### src/rtl/instr_fetch_unit.sv
// Instruction fetch stage: owns the PC, reads words over a req/ack bus and
// presents them to decode through a valid/ready instruction register.
module instr_fetch_unit #(
  parameter logic [31:0] RESET_PC       = 32'h0000_0000,
  parameter int unsigned TIMEOUT_CYCLES = 16
) (
  input  logic        clk,
  input  logic        reset,
  output logic        imem_req,
  output logic [31:0] imem_addr,
  input  logic        imem_ack,
  input  logic [31:0] imem_rdata,
  input  logic        imem_err,
  output logic        instr_valid,
  input  logic        instr_ready,
  output logic [31:0] instr,
  output logic [31:0] instr_pc,
  input  logic        redirect_valid,
  input  logic [31:0] redirect_pc,
  output logic        fetch_fault,
  output logic [1:0]  fault_cause
);

  localparam int unsigned    CW        = $clog2(TIMEOUT_CYCLES);
  localparam logic [CW-1:0]  WAIT_LAST = CW'(TIMEOUT_CYCLES - 1);
  localparam logic [31:0]    NOP       = 32'h0000_0013;
  localparam logic [1:0]     CAUSE_MISALIGN = 2'b01;
  localparam logic [1:0]     CAUSE_BUS_ERR  = 2'b10;
  localparam logic [1:0]     CAUSE_TIMEOUT  = 2'b11;

  typedef enum logic [1:0] {S_IDLE, S_REQ, S_HOLD, S_FAULT} state_t;

  state_t          state_q, state_d;
  logic [31:0]     pc_q, pc_d;
  logic            kill_q, kill_d;
  logic [CW-1:0]   wait_q, wait_d;
  logic            imem_req_q, imem_req_d;
  logic [31:0]     imem_addr_q, imem_addr_d;
  logic            instr_valid_q, instr_valid_d;
  logic [31:0]     instr_q, instr_d;
  logic [31:0]     instr_pc_q, instr_pc_d;
  logic            fetch_fault_q, fetch_fault_d;
  logic [1:0]      fault_cause_q, fault_cause_d;
  logic            redirect_ok, redirect_bad;

  assign redirect_ok  = redirect_valid && (redirect_pc[1:0] == 2'b00);
  assign redirect_bad = redirect_valid && (redirect_pc[1:0] != 2'b00);

  always_comb begin
    state_d       = state_q;
    pc_d          = pc_q;
    kill_d        = kill_q;
    wait_d        = wait_q;
    imem_req_d    = imem_req_q;
    imem_addr_d   = imem_addr_q;
    instr_valid_d = instr_valid_q;
    instr_d       = instr_q;
    instr_pc_d    = instr_pc_q;
    fetch_fault_d = fetch_fault_q;
    fault_cause_d = fault_cause_q;

    if (redirect_bad) begin
      // A misaligned target is fatal from any state, even mid-transaction.
      state_d       = S_FAULT;
      imem_req_d    = 1'b0;
      instr_valid_d = 1'b0;
      fetch_fault_d = 1'b1;
      fault_cause_d = CAUSE_MISALIGN;
      kill_d        = 1'b0;
      wait_d        = '0;
    end else begin
      case (state_q)
        S_IDLE: begin
          state_d     = S_REQ;
          imem_req_d  = 1'b1;
          imem_addr_d = redirect_ok ? redirect_pc : pc_q;
          pc_d        = redirect_ok ? redirect_pc : pc_q;
          wait_d      = '0;
        end

        S_REQ: begin
          if (imem_ack) begin
            wait_d = '0;
            if (redirect_ok) begin
              pc_d        = redirect_pc;
              kill_d      = 1'b0;
              imem_addr_d = redirect_pc;
            end else if (kill_q) begin
              // Stale response for a redirected-away fetch: discard and refetch.
              kill_d      = 1'b0;
              imem_addr_d = pc_q;
            end else if (imem_err) begin
              state_d       = S_FAULT;
              imem_req_d    = 1'b0;
              fetch_fault_d = 1'b1;
              fault_cause_d = CAUSE_BUS_ERR;
            end else begin
              state_d       = S_HOLD;
              imem_req_d    = 1'b0;
              instr_valid_d = 1'b1;
              instr_d       = imem_rdata;
              instr_pc_d    = pc_q;
              pc_d          = pc_q + 32'd4;
            end
          end else if (redirect_ok) begin
            // The bus cycle cannot be aborted, so keep it and mark it stale.
            pc_d   = redirect_pc;
            kill_d = 1'b1;
            wait_d = '0;
          end else if (wait_q == WAIT_LAST) begin
            state_d       = S_FAULT;
            imem_req_d    = 1'b0;
            fetch_fault_d = 1'b1;
            fault_cause_d = CAUSE_TIMEOUT;
            kill_d        = 1'b0;
            wait_d        = '0;
          end else begin
            wait_d = wait_q + 1'b1;
          end
        end

        S_HOLD: begin
          if (redirect_ok || instr_ready) begin
            state_d       = S_REQ;
            instr_valid_d = 1'b0;
            imem_req_d    = 1'b1;
            imem_addr_d   = redirect_ok ? redirect_pc : pc_q;
            pc_d          = redirect_ok ? redirect_pc : pc_q;
            wait_d        = '0;
          end
        end

        S_FAULT: begin
          if (redirect_ok) begin
            state_d       = S_REQ;
            fetch_fault_d = 1'b0;
            fault_cause_d = 2'b00;
            imem_req_d    = 1'b1;
            imem_addr_d   = redirect_pc;
            pc_d          = redirect_pc;
            wait_d        = '0;
          end
        end

        default: state_d = S_IDLE;
      endcase
    end
  end

  always_ff @(posedge clk) begin
    if (reset) begin
      state_q       <= S_IDLE;
      pc_q          <= RESET_PC;
      kill_q        <= 1'b0;
      wait_q        <= '0;
      imem_req_q    <= 1'b0;
      imem_addr_q   <= RESET_PC;
      instr_valid_q <= 1'b0;
      instr_q       <= NOP;
      instr_pc_q    <= 32'h0000_0000;
      fetch_fault_q <= 1'b0;
      fault_cause_q <= 2'b00;
    end else begin
      state_q       <= state_d;
      pc_q          <= pc_d;
      kill_q        <= kill_d;
      wait_q        <= wait_d;
      imem_req_q    <= imem_req_d;
      imem_addr_q   <= imem_addr_d;
      instr_valid_q <= instr_valid_d;
      instr_q       <= instr_d;
      instr_pc_q    <= instr_pc_d;
      fetch_fault_q <= fetch_fault_d;
      fault_cause_q <= fault_cause_d;
    end
  end

  assign imem_req    = imem_req_q;
  assign imem_addr   = imem_addr_q;
  assign instr_valid = instr_valid_q;
  assign instr       = instr_q;
  assign instr_pc    = instr_pc_q;
  assign fetch_fault = fetch_fault_q;
  assign fault_cause = fault_cause_q;

endmodule

### config.mk
export PLATFORM = sky130hd
export DESIGN_NAME = instr_fetch_unit
export DESIGN_NICKNAME = d
export VERILOG_FILES = /design/src/rtl/instr_fetch_unit.sv
export SDC_FILE = /design/constraint.sdc
export NUM_CORES = 1
export LEC_CHECK = 0
export ABC_AREA = 0
export BUFFER_PORTS_ARGS = -buffer_cell sky130_fd_sc_hd__buf_2
export CAP_MARGIN = 20
export CORE_ASPECT_RATIO = 0.7
export CORE_UTILIZATION = 25
export CTS_CLUSTER_DIAMETER = 100
export DETAILED_ROUTE_END_ITERATION = 8
export PLACE_DENSITY = 0.52
export SYNTH_ARGS = -nofsm -noshare
export SYNTH_HDL_FRONTEND = slang
export SYNTH_SLANG_ARGS = --single-unit
export TNS_END_PERCENT = 5
### constraint.sdc
create_clock -name clk -period 2.05 [get_ports clk]
set_input_delay 0.41 -clock clk [delete_from_list [all_inputs] [get_ports clk]]
set_output_delay 0.41 -clock clk [all_outputs]
set_load 0.03 [all_outputs]
==> results.md, run 1 <==
* Run status: completed
* FILL cells at 2771
* Number of search-and-repair iterations in the first detailed-routing pass at 5
* Data required time at the worst endpoint at 2.39 ns
* XOR/XNOR share of the synthesized area at 0%
* Avg Synthesized Cell Area at 7.66 µm²
* Reg clk slew, reported paths at 0.06 ns
* Power share of the clock group at 39.2%
* Static Leak at 3.66 nW
* Port Buffer Count at 170
* Power dissipated by switching net loads at 2.24 mW
* Sinks on Clock Net at 140
* Sequential element share of the synthesized area at 42.5%
* Chip Width at 196 µm
* Class of the worst hold path: in2reg
* Vias after detailed routing at 7104
* Adder-cell share of the synthesized area at 1.14%
* Sequential standard cell area at 2810 µm²
* Reg2Reg Setup Slack at 0.12 ns
* P per Cell Area at 791 nW/µm²
* Simple-gate area share of the yosys netlist at 25.0%
* Number of routed nets with antenna violations at 0
* Number of endpoints with negative hold slack in the final report at 0
* Netlist cell types at 67
* Leading area contributor after synthesis: dfxtp_1
* Wire length of the first global-routing pass at 37.6 mm
* Leading cell types by total area after synthesis: dfxtp_1 (43%), nand2_1 (11%), a21oi_1 (6.8%)
* Utilization after layout at 35.4%
* Worst r2r path cells at 10
* Max-slew violation count at 0
* Clk root buf: clkbuf_16
* Drt wl/cell at 16.8 µm
* GPL Wtd Cong at 0.855
* Multiplexer share of the synthesized area at 0.607%
* Share of the synthesized area in compound gates (AO/OA/AOI/OAI) at 25.2%
* Unrepaired setup endpoints after global routing: yes
* Total internal power at 4.97 mW
* Vias in the first global route at 6474
* Placed Instances at 1412
* Antenna diode count at 0
* Total Routed Length at 24.4 mm
* Worst hold endpoint: instr[0]
* #FFs+latches synth at 140
* Type of the setup path with the least slack: reg2reg
* Type of element capturing the critical path: flop
* Switching share of power at 31.1%
* Final setup skew at 0.00831 ns
* Final std cells w/o fill at 1448
* Post-route fraction of the period consumed by the critical path at 94.2%
* Synthesized instance count at 861
* Worst Path Arrival at 2.27 ns
* Leading post-synthesis cells by instance count: nand2_1 (196), dfxtp_1 (140), a21oi_1 (89)
* Clock tree buffer depth at 2
* Count of warnings emitted by yosys at 0
* Highest Clock Rate at 518 MHz
* Dominant combinational cell family by area after synthesis: compound AO/OA/AOI/OAI gates
* First-iteration detailed-routing DRC count at 582
* Number of enable flip-flop cells after synthesis at 0
* Clock insertion delay at the later pin of the skew report at 0.44 ns
* Half-perimeter wire length of the detailed placement result at 17.1 mm
* Hold path start: imem_rdata[0]
* Die area at 27000 µm²
* Tightest slew margin relative to the limit at 62.6%
* Pin slew with the least headroom to its limit at 0.556 ns
* Count of hold buffers inserted by post-cts repair at 0
* Min cycle time layout at 1.93 ns
* Crit Reg-Reg Endpoint: imem_addr[13]
* Number of rows in the core area at 49
* Post-synth net total at 937
* Initial Util at 25.5%
* H-tree depth at 4
* Final setup violation count at 0
* Async set-reset flop share out of synthesis at 0%
* Clock tree from TritonCTS: yes
* CP startpoint kind: flop
* Via/cell ratio at 4.91
* Multi-input logic area at 3510 µm²
* Sequential fraction of design power at 41.1%
* Maximum ir drop on the vdd rail at 0.605 mV
* Critical R2R Launch: state_q[0]
* Largest fanout of any net on the critical path at 18
* I/O pin total at 171
* Core ar. at 25800 µm²
* Most frequently used cell type in the post-synthesis netlist: nand2_1
* Remaining global-route overflow at 0
* WHS Path Cells at 3
* Maximum Capacitance Violations at 0
* Global routing usage summed across all routing layers at 18.2%
* Post-detailed-route DRC marker count at 0
* Fraction of final layout cells with drive strength greater than 1 at 30.7%
* Post-Synthesis Cell Area at 6590 µm²
* Area fraction of the dominant cell type after synthesis at 42.5%
* Comb pwr share at 19.7%
* Die H at 138 µm
* Largest net degree at the start of global routing at 65
* Final net count at 1155
* Number of antenna violations at the first check in global routing at 0
* Final hold slack at 0.188 ns
* Number of buffers created by CTS at 17
* Area added between synthesis and finish at 38.4%
* Leading register cell type out of synthesis: dfxtp_1
how the worst max path moves through the flow:
stage	startpoint	to	slack, ns	cells after the start
2_1_floorplan	state_q[0]	imem_addr[10]	0.06	7
3_3_place_gp	redirect_pc[1]	pc_q[9]	-0.25	5
3_5_place_dp	state_q[1]	pc_q[9]	-0.13	7
4_1_cts	state_q[1]	pc_q[26]	0.02	8
5_1_grt	state_q[1]	instr_pc[28]	-0.03	9
6_report	state_q[0]	imem_addr[13]	0.12	10
through the flow:
stage	area (µm²)	TNS [ns]	power [mW]	setup slack [ns]
6_report	9130	0	7.22	0.118
2_1_floorplan	6590	0	3.78	0.0557
4_1_cts	9050	0	7.29	0.0153
3_5_place_dp	8430	-0.346	4.35	-0.134
3_3_place_gp	8430	-0.252	4.34	-0.250
5_1_grt	9130	-0.0481	7.56	-0.0268
repair_timing:
action	in CTS	in global routing
buffers inserted	1	2
pin swaps	1	7
setup endpoints to repair	22	39
gates resized for setup	5	14
cloned	2	0
layer usage:
metal / vias to the layer above / wire, µm / track usage, %
met3: 13 / 1520 / 4.38
met5: - / 0 / 0
met2: 218 / 10200 / 26.2
met4: 0 / 203 / 4.69
met1: 3359 / 12500 / 26.7
li1: 3514 / - / -
power groups by stage:
stage	combinational [mW]	sequential, mW	clock [mW]
6_report	1.42	2.97	2.83
5_1_grt	1.55	2.98	3.03
4_1_cts	1.41	2.96	2.92
3_5_place_dp	1.32	3.02	0
3_3_place_gp	1.32	3.02	0
2_1_floorplan	0.563	3.21	0
flip-flops by register name, indices dropped and copies added, names as in the netlist:
signal and count:
pc_q 32, state_q 2, fetch_fault 1, wait_q 4
imem_req 1, fault_cause 2, imem_addr 32, kill_q 1
instr_pc 32, instr 32, instr_valid 1
worst max-delay path, cell delays in order (launching register included):
cell and delay, ns:
dfxtp_2 0.36, inv_1 0.05, ha_1 0.22, nor2b_4 0.15
nor3_2 0.14, buf_4 0.15, a2bb2oi_4 0.15, buf_12 0.14
buf_12 0.16, nor2_1 0.05, a311oi_1 0.24
area by class of cell:
cell class,count,share of cell area (%)
sequential,140,30.7
timing repair buffer,275,19.7
clock inverter,13,0.864
clock buffer,18,4.81
tap,357,4.90
inverter,12,0.494
multi-input combinational,633,38.5
placed cells by master, fill, tap and decap left out, drive strengths merged, types with 5 or more instances in the layout:
cell / synthesis / layout
dfxtp: 140 / 140
nand3: 29 / 29
ha: 6 / 6
and3: 5 / 5
a311oi: 30 / 30
and4: 5 / 5
nor4: 9 / 9
nand2: 196 / 196
nand4: 11 / 11
o21ai: 63 / 63
a22oi: 7 / 7
nor2: 67 / 67
clkinv: 0 / 9
inv: 12 / 12
a31oi: 6 / 6
nor3: 15 / 15
o211ai: 5 / 5
a21oi: 90 / 90
buf: 25 / 272
a211oi: 6 / 6
nand2b: 5 / 5
clkbuf: 51 / 19
cell families after synthesis:
group	after synthesis
compound gates	258
flops	140
mux	4
simple gates	365
buf+inv	88
fa+ha+maj	6
No activity file was read; power rests on OpenSTA's default activity.
==> run 2: changes to the inputs <==
- RECOVER_POWER: unset -> 25
==> run 2 against run 1 <==
- first-iteration DRC count is 3.3% lower
- critical path depth is 1 lower
- fmax is 0.39% lower
- sequential power hardly changed
- setup slack worse by 0.0075 ns
- die area stayed put
- non-clock buffer count stayed put
- routed wire length hardly changed
- utilization is 0.28 points lower
- sequential cell count stayed put
- global-route usage stayed put
==> results.md, run 2 (synthesis results as in run 1) <==
* Run status: completed
* Most frequent standard cell in the layout excluding fill and tap cells: nand2_1
* Maximum ir drop on the vdd rail at 0.603 mV
* Clock insertion delay at the later pin of the skew report at 0.44 ns
* Number of rows in the core area at 49
* Maximum Capacitance Violations at 0
* Vias in the first global route at 6474
* Critical R2R Launch: state_q[1]
* Reg2Reg Setup Slack at 0.11 ns
* Clock tree from TritonCTS: yes
* Worst path slowest cell: dfxtp_2
* Post-route fraction of the period consumed by the critical path at 94.6%
* Via/cell ratio at 4.91
* Cell mode on critical path: buf_4
* Final std cells w/o fill at 1448
* Number of search-and-repair iterations in the first detailed-routing pass at 5
* I/O pin total at 171
* Sinks on Clock Net at 140
* Post-detailed-route DRC marker count at 0
* Final setup skew at 0.00758 ns
* Vias after detailed routing at 7105
* Reg clk slew, reported paths at 0.06 ns
* Data required time at the worst endpoint at 2.41 ns
* Die H at 138 µm
* Fraction of final layout cells with drive strength greater than 1 at 25.5%
* GPL Wtd Cong at 0.855
* Wire length of the first global-routing pass at 37.6 mm
* Chip Width at 196 µm
* Placed Instances at 1412
* Worst hold endpoint: instr[0]
* Kind of cell adding the most delay to the critical path: buffers and inverters
* First-iteration detailed-routing DRC count at 563
* Number of endpoints with negative hold slack in the final report at 0
* Number of antenna violations at the first check in global routing at 0
* Remaining global-route overflow at 0
* Antenna diode count at 0
* Static Leak at 3.42 nW
* Type of element capturing the critical path: flop
* Min cycle time layout at 1.94 ns
* Max-slew violation count at 0
* Sequence of cells on the critical path: inv_1 -> ha_1 -> buf_4 -> nand3b_1 -> buf_4 -> nor3_4 -> clkbuf_16 -> nand2_1 -> a21oi_1
* Unrepaired setup endpoints after global routing: yes
* Largest fanout of any net on the critical path at 64
* Half-perimeter wire length of the detailed placement result at 17.1 mm
* Hold path start: imem_rdata[0]
* WHS Path Cells at 3
* Most frequent cells in the layout: nand2_1 (195), dfxtp_1 (138), buf_2 (112)
* Class of the worst hold path: in2reg
* P per Cell Area at 796 nW/µm²
* Total power after layout at 7.20 mW
* Core ar. at 25800 µm²
* Final net count at 1155
* Area added between synthesis and finish at 37.3%
* Worst Path Arrival at 2.30 ns
* Number of buffers created by CTS at 17
* Port Buffer Count at 170
* Number of routed nets with antenna violations at 0
* Die area at 27000 µm²
* Clk root buf: clkbuf_16
* Largest net degree at the start of global routing at 65
* Crit Reg-Reg Endpoint: instr_pc[29]
* H-tree depth at 4
* CP startpoint kind: flop
* Total Routed Length at 24.4 mm
* Pin slew with the least headroom to its limit at 0.550 ns
* Max stage delay on crit path at 0.34 ns
* Worst r2r path cells at 9
* Tightest slew margin relative to the limit at 63.0%
* Utilization after layout at 35.1%
* Global routing usage summed across all routing layers at 18.2%
* WP buf/inv at 4
* Drt wl/cell at 16.8 µm
* Clock tree buffer depth at 2
* Highest Clock Rate at 516 MHz
* Initial Util at 25.5%
* Final setup violation count at 0
* Count of hold buffers inserted by post-cts repair at 0
* Type of the setup path with the least slack: reg2reg
[run 2: cell types whose count changed in the layout (fill, tap and decap cells not counted), sizes merged]
| cell | delta |
|---|---|
| clkbuf | +57 |
| buf | -57 |
[run 2: layer usage]
metal | part of all wire, % | track usage (%)
met1 | 52 | 26.7
met2 | 41 | 26.2
met3 | 5.8 | 4.38
met4 | 0.98 | 4.69
met5 | 0 | 0
[run 2: final cells by class]
type	count	area, µm²
Clock inverter	13	78.8
Multi-Input combinational cell	633	3510
Fill cell	2791	16800
Inverter	12	45.0
Tap cell	357	447
Clock buffer	18	439
Timing Repair Buffer	275	1730
Sequential cell	140	2810
[run 2: worst max path at each step]
| stage | startpoint | to | slack (ns) | cells after the start |
|---|---|---|---|---|
| after detailed placement | state_q[1] | pc_q[9] | -0.13 | 7 |
| after CTS | state_q[1] | pc_q[26] | 0.02 | 8 |
| after floorplan | state_q[0] | imem_addr[10] | 0.06 | 7 |
| after global routing | state_q[1] | instr_pc[28] | -0.03 | 9 |
| final | state_q[1] | instr_pc[29] | 0.11 | 9 |
| after global placement | redirect_pc[1] | pc_q[9] | -0.25 | 5 |
[run 2: per-stage QoR]
step | hold slack (ns) | setup WS, ns | instance area [µm²] | TNS (ns)
after global placement | 0.439 | -0.250 | 8430 | -0.252
after floorplan | 0.431 | 0.0557 | 6590 | 0
after global routing | 0.175 | -0.0268 | 9050 | -0.0481
after CTS | 0.168 | 0.0153 | 9050 | 0
after detailed placement | 0.443 | -0.134 | 8430 | -0.346
final | 0.189 | 0.110 | 9050 | 0
[run 2: what timing repair did]
item	CTS	global route
pin swaps	1	7
resized for setup	5	14
cloned	2	0
buffers inserted	1	2
endpoints found under the setup margin	22	39
[run 2: worst min-delay path, stage by stage]
cell     delay [ns]
buf_2          0.07
nand2_1        0.04
nand3_1        0.07
[run 2: report_power, final]
group / total (mW) / switching, mW / internal, mW
combinational: 1.41 / 0.872 / 0.542
clock: 2.82 / 1.27 / 1.55
sequential: 2.97 / 0.0977 / 2.87
